## config.mk

```make
export PLATFORM = sky130hd
export DESIGN_NAME = ps2_scancode_rx
export DESIGN_NICKNAME = d
export VERILOG_FILES = /design/src/rtl/ps2_scancode_rx.sv
export SDC_FILE = /design/constraint.sdc
export NUM_CORES = 1
export LEC_CHECK = 0
export ABC_AREA = 0
export ABC_CLOCK_PERIOD_IN_PS = 3240
export BUFFER_PORTS_ARGS = -buffer_cell sky130_fd_sc_hd__buf_2
export CAP_MARGIN = 20
export CORE_MARGIN = 8
export CORE_UTILIZATION = 55
export DETAILED_ROUTE_END_ITERATION = 8
export GPL_TIMING_DRIVEN = 0
export PLACE_DENSITY = 0.74
export SLEW_MARGIN = 10
export SYNTH_ARGS = -nofsm -noshare
export SYNTH_HDL_FRONTEND = slang
export SYNTH_SLANG_ARGS = --single-unit
```

## constraint.sdc

```tcl
create_clock -name clk -period 3.24 [get_ports clk]
set_clock_uncertainty 0.15 [all_clocks]
set_input_delay 0.81 -clock clk [delete_from_list [all_inputs] [get_ports clk]]
set_output_delay 0.81 -clock clk [all_outputs]
set_load 0.03 [all_outputs]
```

## src/rtl/ps2_scancode_rx.sv

```systemverilog
// PS/2 keyboard receiver: pin synchronisation, clock deglitching, 11-bit frame
// deserialisation and E0/F0 prefix folding into one event per scan code.
module ps2_scancode_rx #(
   parameter int CLKFREQ_KHZ = 7000,
   parameter int FILTER_LEN  = 8,
   parameter int TIMEOUT_US  = 2000
) (
   input  logic       clk,
   input  logic       rst_n,
   input  logic       clkps2,
   input  logic       dataps2,
   output logic [7:0] scancode,
   output logic       extended,
   output logic       released,
   output logic       code_valid,
   output logic       frame_error,
   output logic       busy
);

   localparam int          TMO_MAX   = CLKFREQ_KHZ * TIMEOUT_US / 1000;
   localparam logic [15:0] TMO_LAST  = 16'(TMO_MAX - 1);
   localparam logic [3:0]  FILT_LAST = 4'(FILTER_LEN - 1);

   typedef enum logic [1:0] {
      IDLE   = 2'd0,
      DATA   = 2'd1,
      PARITY = 2'd2,
      STOP   = 2'd3
   } state_t;

   state_t      state, state_nxt;
   logic        clk_s_p0, clk_s_p1;
   logic        dat_s_p0, dat_s_p1;
   logic        clk_filt;
   logic [3:0]  filt_cnt;
   logic        fall;
   logic [2:0]  bitcnt;
   logic [7:0]  shreg;
   logic        par_ok;
   logic [15:0] tmo_cnt;
   logic        ext_pend, rel_pend;
   logic        byte_ok;
   logic        err;

   // Two-flop synchronisers for both asynchronous PS/2 pins (idle level is 1)
   always_ff @(posedge clk or negedge rst_n) begin
      if (!rst_n) begin
         clk_s_p0 <= 1'b1;
         clk_s_p1 <= 1'b1;
         dat_s_p0 <= 1'b1;
         dat_s_p1 <= 1'b1;
      end else begin
         clk_s_p0 <= clkps2;
         clk_s_p1 <= clk_s_p0;
         dat_s_p0 <= dataps2;
         dat_s_p1 <= dat_s_p0;
      end
   end

   // Deglitch filter: accept a new ps2clk level only after FILTER_LEN agreeing samples
   always_ff @(posedge clk or negedge rst_n) begin
      if (!rst_n) begin
         clk_filt <= 1'b1;
         filt_cnt <= 4'd0;
      end else if (clk_s_p1 != clk_filt) begin
         if (filt_cnt == FILT_LAST) begin
            clk_filt <= clk_s_p1;
            filt_cnt <= 4'd0;
         end else begin
            filt_cnt <= filt_cnt + 4'd1;
         end
      end else begin
         filt_cnt <= 4'd0;
      end
   end

   // Falling edge is flagged in the same cycle the filtered clock commits to 0,
   // so the synced data bit is taken exactly at the accepted edge.
   assign fall = clk_filt & ~clk_s_p1 & (filt_cnt == FILT_LAST);
   assign busy = (state != IDLE);

   // Frame FSM state register
   always_ff @(posedge clk or negedge rst_n) begin
      if (!rst_n) state <= IDLE;
      else        state <= state_nxt;
   end

   // Next state, byte acceptance and abort detection (timeout wins unless an edge arrives)
   always_comb begin
      state_nxt = state;
      byte_ok   = 1'b0;
      err       = 1'b0;
      if ((state != IDLE) && !fall && (tmo_cnt == TMO_LAST)) begin
         state_nxt = IDLE;
         err       = 1'b1;
      end else if (fall) begin
         case (state)
            IDLE:    if (!dat_s_p1) state_nxt = DATA;
            DATA:    if (bitcnt == 3'd7) state_nxt = PARITY;
            PARITY:  state_nxt = STOP;
            STOP: begin
               state_nxt = IDLE;
               if (dat_s_p1 && par_ok) byte_ok = 1'b1;
               else                    err     = 1'b1;
            end
            default: state_nxt = IDLE;
         endcase
      end
   end

   // Bit counter, parity result and inter-edge timeout counter
   always_ff @(posedge clk or negedge rst_n) begin
      if (!rst_n) begin
         bitcnt  <= 3'd0;
         par_ok  <= 1'b0;
         tmo_cnt <= 16'd0;
      end else begin
         if (fall && state == IDLE) bitcnt <= 3'd0;
         if (fall && state == DATA) bitcnt <= bitcnt + 3'd1;
         if (fall && state == PARITY) par_ok <= ^{shreg, dat_s_p1};
         if (state == IDLE || fall) tmo_cnt <= 16'd0;
         else                       tmo_cnt <= tmo_cnt + 16'd1;
      end
   end

   // Data shift register, LSB arrives first
   always_ff @(posedge clk) begin
      if (fall && state == DATA) shreg <= {dat_s_p1, shreg[7:1]};
   end

   // Prefix folding and registered result/error pulses
   always_ff @(posedge clk or negedge rst_n) begin
      if (!rst_n) begin
         scancode    <= 8'h00;
         extended    <= 1'b0;
         released    <= 1'b0;
         code_valid  <= 1'b0;
         frame_error <= 1'b0;
         ext_pend    <= 1'b0;
         rel_pend    <= 1'b0;
      end else begin
         code_valid  <= 1'b0;
         frame_error <= 1'b0;
         if (err) begin
            frame_error <= 1'b1;
            ext_pend    <= 1'b0;
            rel_pend    <= 1'b0;
         end else if (byte_ok) begin
            if (shreg == 8'hE0) begin
               ext_pend <= 1'b1;
            end else if (shreg == 8'hF0) begin
               rel_pend <= 1'b1;
            end else begin
               scancode   <= shreg;
               extended   <= ext_pend;
               released   <= rel_pend;
               code_valid <= 1'b1;
               ext_pend   <= 1'b0;
               rel_pend   <= 1'b0;
            end
         end
      end
   end

endmodule

```

==> results of run 1 <==
-- kinds of logic after synthesis --
logic type      count (synthesis)
buf+inv                        15
fa+ha+maj                      10
mux                             9
compound gates                 27
xor+xnor                       18
flops                          53
simple gates                   65
-- power breakdown --
group          internal, mW  switching [mW]  total [mW]
Clock                 0.231           0.221       0.452
Sequential            0.721          0.0573       0.779
Combinational        0.0669          0.0988       0.166
-- cells in the mapped netlist, drive strengths merged, types with 2 or more instances --
cell type	number
dfrtp	40
nor2	17
xnor2	13
inv	12
ha	10
nand2	10
mux2	9
o21ai	9
a21oi	8
edfxtp	8
nand3	8
nand4	8
dfstp	5
or4	4
xor2	4
buf	3
nor3	3
nor4	3
or2	3
a22o	2
o221ai	2
o31ai	2
or3	2
-- worst max-delay path, delay by kind of cell, from the launching register on --
| kind | cells | cell delay (ns) |
|---|---|---|
| adders and majority gates | 1 | 0.26 |
| DFF | 1 | 0.42 |
| buffers and inverters | 3 | 0.35 |
-- layer usage --
layer  vias to the layer above  track usage [%]  part of all wire [%]
li1                        752                -                     -
met1                       767             17.8                    47
met2                        27             21.3                    46
met3                         7             3.72                   4.9
met4                         0             5.44                   1.6
met5                         -                0                     0
-- worst min path at each step --
| stage | slack, ns | cells past startpoint | endpoint | startpoint |
|---|---|---|---|---|
| floorplan | 0.20 | 0 | clk_s_p1 | clk_s_p0 |
| global placement | 0.20 | 0 | dat_s_p1 | dat_s_p0 |
| detailed placement | 0.20 | 0 | dat_s_p1 | dat_s_p0 |
| CTS | 0.21 | 0 | dat_s_p1 | dat_s_p0 |
| global route | 0.17 | 1 | extended | rst_n |
| finish | 0.19 | 1 | scancode[3] | rst_n |
-- cell usage in the layout, fill, tap and decap left out, types with 4 or more instances in the layout --
cell,netlist,routed
edfxtp_1,8,8
dfrtp_1,40,40
mux2_1,8,8
inv_1,12,12
or4_1,4,4
nand2_1,10,10
xnor2_1,13,13
xor2_1,4,4
ha_1,10,10
o21ai_0,6,6
clkbuf_8,0,5
nand3_1,8,8
nor2_1,16,16
nand4_1,6,6
buf_2,2,18
dfstp_2,5,5
a21oi_1,8,8
-- area by class of cell --
type | count | area [µm²]
tap | 52 | 65.1
clock buffer | 5 | 68.8
multi-input combinational | 129 | 943
clock inverter | 3 | 46.3
buffer | 3 | 13.8
sequential | 53 | 1370
timing repair buffer | 17 | 100
inverter | 12 | 45.0
fill | 365 | 1610
-- per-stage QoR --
stage,worst slack [ns],cells
finish,0.941,274
global route,0.830,274
CTS,0.922,273
detailed placement,1.01,265
global placement,1.05,265
floorplan,1.23,197
-- registers in the layout, summed over array words and instances, names as in the netlist, 2 cells and up --
| name | flops |
|---|---|
| scancode | 8 |
| shreg | 8 |
| state | 2 |
| tmo_cnt | 16 |
| filt_cnt | 4 |
| bitcnt | 3 |
==> out/metrics.sh, run 1 <==
VIA_COUNT_OF_THE_FIRST_GLOBAL_ROUTING_PASS=1485
ROUTED_VIA_DENSITY=5.67
SYNTHTOPCELLSBYAREA='dfrtp_1 42%, edfxtp_1 10%, dfstp_2 5.5%'
FINALWIRELENGTH_UM=4110
UNREPAIRED_SETUP_ENDPOINTS_AFTER_GLOBAL_ROUTING='false'
PLACE_AREA_UM2=2520
TIMING.MAX_SLEW.REL_SLACK_PCT=52.7
WORST_SETUP_PATH_START_KIND='flip-flop'
CRIT_PATH_MAX_INCR_DELAY_NS=0.42
CP-END-KIND='output pin'
IR_WORST_VDD_mV=0.323
TIMING.REG2REG.WORST_PATH_DEPTH=6
DIE_H_UM=81.7
WORST_SETUP_HOLD_PATH_CLK_SLEW_NS=0.10
POWER.TOTAL_mW=1.40
WORSTSKEWPAIRLATENCY_NS=0.31
DIE-AREA_UM2=6680
SYNTH_TOP_FAMILY_BY_AREA='simple AND/OR/NAND/NOR gates'
POST-SYNTH-TOP-AREA-CELL='dfrtp_1'
RUN_STATUS='completed'
TRITONCTS.NUM_BUFFERS=5
NUMBER_OF_HOLD_REPAIR_BUFFERS_ADDED_AT_THE_CTS_STAGE=0
CRITICALPATHCATEGORY='flip-flop to output pin'
STARTING_UTILIZATION_OF_THE_CORE_AREA_PCT=55.7
RR_STARTPOINT='clk_filt'
HOLD-WORST-SLACK_NS=0.187
REG2REG_TO='scancode[3]'
YOSYSSEQAREASHARE_PCT=57.8
IO_BUFFERS=16
SYNTHDISTINCTLIBCELLS=42
SYNTH_AREA_PER_CELL_UM2=12.1
GRT_ANTENNA_BEFORE_REPAIR=0
CORE_AREA_UM2=4260
ROUTE.ANTENNA.REMAINING_NETS=0
SYNTH_XOR_AREA_SHARE_PCT=7.22
SYNTHADDERAREAFRAC_PCT=5.27
DIODES=0
DRT_ITER0_DRC=85
PLACE.GP.CONGESTION=0.852
P_LEAK_nW=1.22
HOLD_PATH.CLASS='input port to async pin'
WIRE_LENGTH_OF_THE_FIRST_GLOBAL_ROUTING_PASS_UM=7070
YOSYS.AREA_SHARE.SIMPLE_PCT=15.9
POST_ROUTE_SETUP_TNS_NS=0
PIN_COUNT=17
FINALHOLDVIOLCOUNT=0
YOSYS.AREA.TOP_TYPE_SHARE_PCT=42.1
DP_HPWL_UM=2820
CRITICAL_PATH_ARRIVAL_NS=1.34
POSTSYNTHCELLCOUNT=197
SLOWEST_STAGE='dfrtp_1'
POWER-PER-CELL-AREA_nW_PER_UM2=526
DRV_CAP=0
SETUP.REG_TO_REG.WORST_SLACK_NS=1.02
SYNTH.YOSYS.WARNINGS=0
DRC=0
DETAIL_ROUTE.FIRST_PASS.ITERATIONS=4
ROUTE.VIAS.TOTAL=1553
SETUP_VIOLATIONS=0
FINAL.MIN_CLOCK_PERIOD_NS=2.30
CLOCK.FMAX_GHz=0.435
FP.DIEW_UM=81.7
AREA_GROWTH_SYN_TO_LAYOUT_PCT=11.8
GRT_USAGE_PCT=13.7
WORST-PATH-MAX-FANOUT=4
GRT_REMAINING_OVERFLOW=0
FP-ROW-COUNT=24
CTS_ROOT_BUFFER='clkbuf_8'
POST-ROUTE-CELL-AREA_UM2=2660
GRT_START_MAX_NET_PINS=46
SYNTH_NETS=211
CRIT_PATH_START='state[0]'
LAYOUT_WORST_PATH_CYCLE_SHARE_PCT=71.0
WORST_SETUP_PATH_ENDPOINT='busy'
YS_SEQ_ELEMENTS=53
SYNTH-ASYNC-RESET-RATIO_PCT=84.9
FINAL_CORE_UTILIZATION_PCT=62.3
CTS-RESIZED-GATES=0
CP_CELL_SEQUENCE='inv_1 > ha_1 > inv_1 > buf_2'
H-TREE-DEPTH=2
NUMCLOCKSINKS=53
SYNTH.MUX.AREA_FRACTION_PCT=4.27
POST_CTS_BUFFERS=0
SYN_AREA_UM2=2370
TIMING_WORST_SLEW_PIN_VALUE_NS=0.703
TRITONCTS='built'
DETAIL_ROUTE.WL_PER_CELL_UM=15.0
SYNTH_FLOP_CELL='dfrtp_1'
CRIT_REQUIRED_NS=2.28
PATH_COMMON_CELL='inv_1'
FINAL-MAX-SLEW-VIOLATION-COUNT=0
NUMBER_OF_ENABLE_FLIP_FLOP_CELLS_AFTER_SYNTHESIS=8
CTS_MAX_PATH_BUFFERS=2
SYNTH_COMPOUND_AREA_SHARE_PCT=7.06
DRIVE_ABOVE_1_SHARE_PCT=16.7
NETS=235
Power figures use the tool's default switching activity.
==> run 2, diff against run 1 <==
--- a/config.mk
+++ b/config.mk
@@ -6,11 +6,11 @@
 export NUM_CORES = 1
 export LEC_CHECK = 0
 export ABC_AREA = 0
-export ABC_CLOCK_PERIOD_IN_PS = 3240
+export ABC_CLOCK_PERIOD_IN_PS = 1900
 export BUFFER_PORTS_ARGS = -buffer_cell sky130_fd_sc_hd__buf_2
 export CAP_MARGIN = 20
 export CORE_MARGIN = 8
-export CORE_UTILIZATION = 55
+export CORE_UTILIZATION = 53
 export DETAILED_ROUTE_END_ITERATION = 8
 export GPL_TIMING_DRIVEN = 0
 export PLACE_DENSITY = 0.74
==> constraint.sdc (replaced) <==
create_clock -name clk -period 1.9 [get_ports clk]
set_clock_uncertainty 0.15 [all_clocks]
set_input_delay 0.475 -clock clk [delete_from_list [all_inputs] [get_ports clk]]
set_output_delay 0.475 -clock clk [all_outputs]
set_load 0.03 [all_outputs]
==> out/metrics.sh, run 2 (synthesis gave the netlist of run 1 again) <==
RUN_STATUS='finished with violations'  # was completed
VIOLATIONS='negative setup slack'
LAYOUT.CELLS.MOST_COMMON_LIST='38 x dfrtp_1, 16 x buf_2, 13 x xnor2_1, 13 x buf_4, 10 x nand2_1'  # was 40 x dfrtp_1, 18 x buf_2, 16 x nor2_1
GRT_REMAINING_OVERFLOW=0  # unchanged
CELL_INTERNAL_PWR_mW=1.87  # was 1.02 mW
DIE_H_UM=82.9  # was 81.7 µm
GRT_START_MAX_NET_PINS=46  # unchanged
CTS_MAX_PATH_BUFFERS=2  # unchanged
ROUTE.VIAS.TOTAL=1639  # was 1,553
CP-END-KIND='flip-flop'  # was output pin
TRITONCTS='built'  # unchanged
FIN_CELLS=294  # was 274
P_LEAK_nW=1.34  # was 1.22 nW
TRITONCTS.NUM_BUFFERS=5  # unchanged
NETS=255  # was 235
CTS_ROOT_BUFFER='clkbuf_8'  # unchanged
PWR-SHARE-CLK_PCT=29.1  # was 32.4%
WORSTSKEWPAIRLATENCY_NS=0.30  # was 0.31 ns
POST-ROUTE-CELL-AREA_UM2=3040  # was 2660 µm²
DIODES=0  # unchanged
IR_WORST_VDD_mV=0.445  # was 0.323 mV
H-TREE-DEPTH=2  # unchanged
PRE_CTS_SLACK_NS=-0.388  # was 1.01 ns
NUMCLOCKSINKS=53  # unchanged
TIMING_WORST_SLEW_PIN_VALUE_NS=0.471  # was 0.703 ns
CRITICAL_PATH_ARRIVAL_NS=2.07  # was 1.34 ns
POWER_FRAC_SEQ_PCT=50.7  # was 55.8%
FINAL.MIN_CLOCK_PERIOD_NS=2.03
FRACTION_OF_POWER_CONSUMED_BY_COMBINATIONAL_CELLS_PCT=20.2  # was 11.9%
TIMING.FINAL.WS_SETUP_NS=-0.131  # was 0.941 ns
DRT_ITER0_DRC=89  # was 85
LARGESTREGISTERS='tmo_cnt x16, scancode x8, shreg x8'  # unchanged
FILL_CELLS=298  # was 365
HOLD_PATH.CLASS='input port to flip-flop'  # was input port to async pin
CRITICALPATHCATEGORY='flip-flop to flip-flop'  # was flip-flop to output pin
SW_FRAC_OF_TOTAL_PCT=27.5  # was 27.0%
DETAIL_ROUTE.FIRST_PASS.ITERATIONS=4  # unchanged
GRT_USAGE_PCT=13.0  # was 13.7%
PLACED_INSTANCES=265  # unchanged
WORST_SETUP_HOLD_PATH_CLK_SLEW_NS=0.09  # was 0.10 ns
ROUTE.ANTENNA.REMAINING_NETS=0  # unchanged
PLACE.GP.CONGESTION=0.820  # was 0.852
HOLD-WORST-SLACK_NS=0.111  # was 0.187 ns
CORE_AREA_UM2=4320  # was 4260 µm²
LARGEST_REGISTER_FF_COUNT=16  # unchanged
REGMOSTFLOPS='tmo_cnt'  # unchanged
DRC=0  # unchanged
VIA_COUNT_OF_THE_FIRST_GLOBAL_ROUTING_PASS=1652  # was 1,485
FP-ROW-COUNT=24  # unchanged
WIRE_LENGTH_OF_THE_FIRST_GLOBAL_ROUTING_PASS_UM=7610  # was 7070 µm
PIN_COUNT=17  # unchanged
CLOCK.FMAX_GHz=0.492
DIE-AREA_UM2=6880  # was 6680 µm²
PLACE_AREA_UM2=2540  # was 2520 µm²
POWER.TOTAL_mW=2.58  # was 1.40 mW
POWER-PER-CELL-AREA_nW_PER_UM2=848  # was 526 nW/µm²
DRV_CAP=0  # unchanged
DETAIL_ROUTE.WL_PER_CELL_UM=15.4  # was 15.0 µm
ROUTED_VIA_DENSITY=5.57  # was 5.67
SETUP_VIOLATIONS=13  # was 0
CRIT_REQUIRED_NS=1.94  # was 2.28 ns
LAYOUT_WORST_PATH_CYCLE_SHARE_PCT=107
STARTING_UTILIZATION_OF_THE_CORE_AREA_PCT=54.9  # was 55.7%
WORST_SETUP_PATH_START_KIND='flip-flop'  # unchanged
FP.DIEW_UM=82.9  # was 81.7 µm
FINALHOLDVIOLCOUNT=0  # unchanged
WORST-PATH-MAX-FANOUT=7  # was 4
LAYOUT_COMMONEST_CELL='dfrtp_1'  # unchanged
UNREPAIRED_SETUP_ENDPOINTS_AFTER_GLOBAL_ROUTING='true'  # was false
GRT_ANTENNA_BEFORE_REPAIR=0  # unchanged
P_SWITCHING_mW=0.710  # was 0.377 mW
FINAL-MAX-SLEW-VIOLATION-COUNT=0  # unchanged
DP_HPWL_UM=2830  # was 2820 µm
TIMING.MAX_SLEW.REL_SLACK_PCT=68.4  # was 52.7%
FINALWIRELENGTH_UM=4530  # was 4110 µm
IO_BUFFERS=16  # unchanged
DRIVE_ABOVE_1_SHARE_PCT=39.3  # was 16.7%
AREA_GROWTH_SYN_TO_LAYOUT_PCT=27.9  # was 11.8%
## run 2: changes by cell type in the layout (fill, tap and decap cells not counted), sizes merged
cell         delta
buf            +18
clkbuf          +1
dlygate4sd3     +1
## run 2: worst max-delay path: stages (launching register included)
cell and delay, ns:
dfstp_2 0.56, ha_4 0.12, and4b_1 0.22, buf_6 0.12, nand4_1 0.15, nor2_4 0.17
buf_12 0.14, mux2_4 0.30
## run 2: metrics by stage
step,util [%],TNS (ns)
after floorplan,-,-0.732
after global placement,58.7,-4.79
after detailed placement,58.7,-6.74
after CTS,66.6,-1.12
after global routing,70.2,-2.20
final,70.2,-1.10
## run 2: power by group through the flow
stage / clock network [mW] / registers [mW] / logic [mW]
global route: 0.811 / 1.32 / 0.575
global placement: 0 / 1.35 / 0.289
floorplan: 0 / 1.33 / 0.224
CTS: 0.768 / 1.30 / 0.409
finish: 0.750 / 1.31 / 0.521
detailed placement: 0 / 1.35 / 0.296
## run 2: final timing paths
kind                       slack (ns)     start           to  cells after the start
max                             -0.13  clk_filt     released                      7
min                              0.11   dataps2     dat_s_p0                      1
max reg2reg                     -0.13  clk_filt     released                      7
min reg2reg                      0.21  clk_s_p0     clk_s_p1                      0
max in group asynchronous        0.63     rst_n     clk_s_p0                      3
min in group asynchronous        0.43     rst_n  scancode[5]                      2
## run 2: what timing repair did
action                     CTS  global route
buffers inserted            16             2
setup endpoints to repair   39            30
pin swaps                    6             6
hold buffers                 0             1
resized for setup           28            27
hold endpoints to repair     0            10
cloned                       0             1
## run 2: final cells by class
cell class              count  area, µm²  area share, %
clock buffers               5       68.8           2.27
clock inverters             3       41.3           1.36
repair buffers             37        298           9.81
inverters                  12       45.0           1.48
well taps                  52       65.1           2.14
flip-flops and latches     53       1380           45.3
plain buffers               3       42.5           1.40
multi-input cells         129       1100           36.3
## run 2: per-layer routing
layer,track usage (%),vias to the layer above,wire length (µm)
li1,-,791,-
met1,17.3,810,2200
met2,19.7,32,2090
met3,4.39,6,188
met4,3.35,0,48
met5,0,-,0
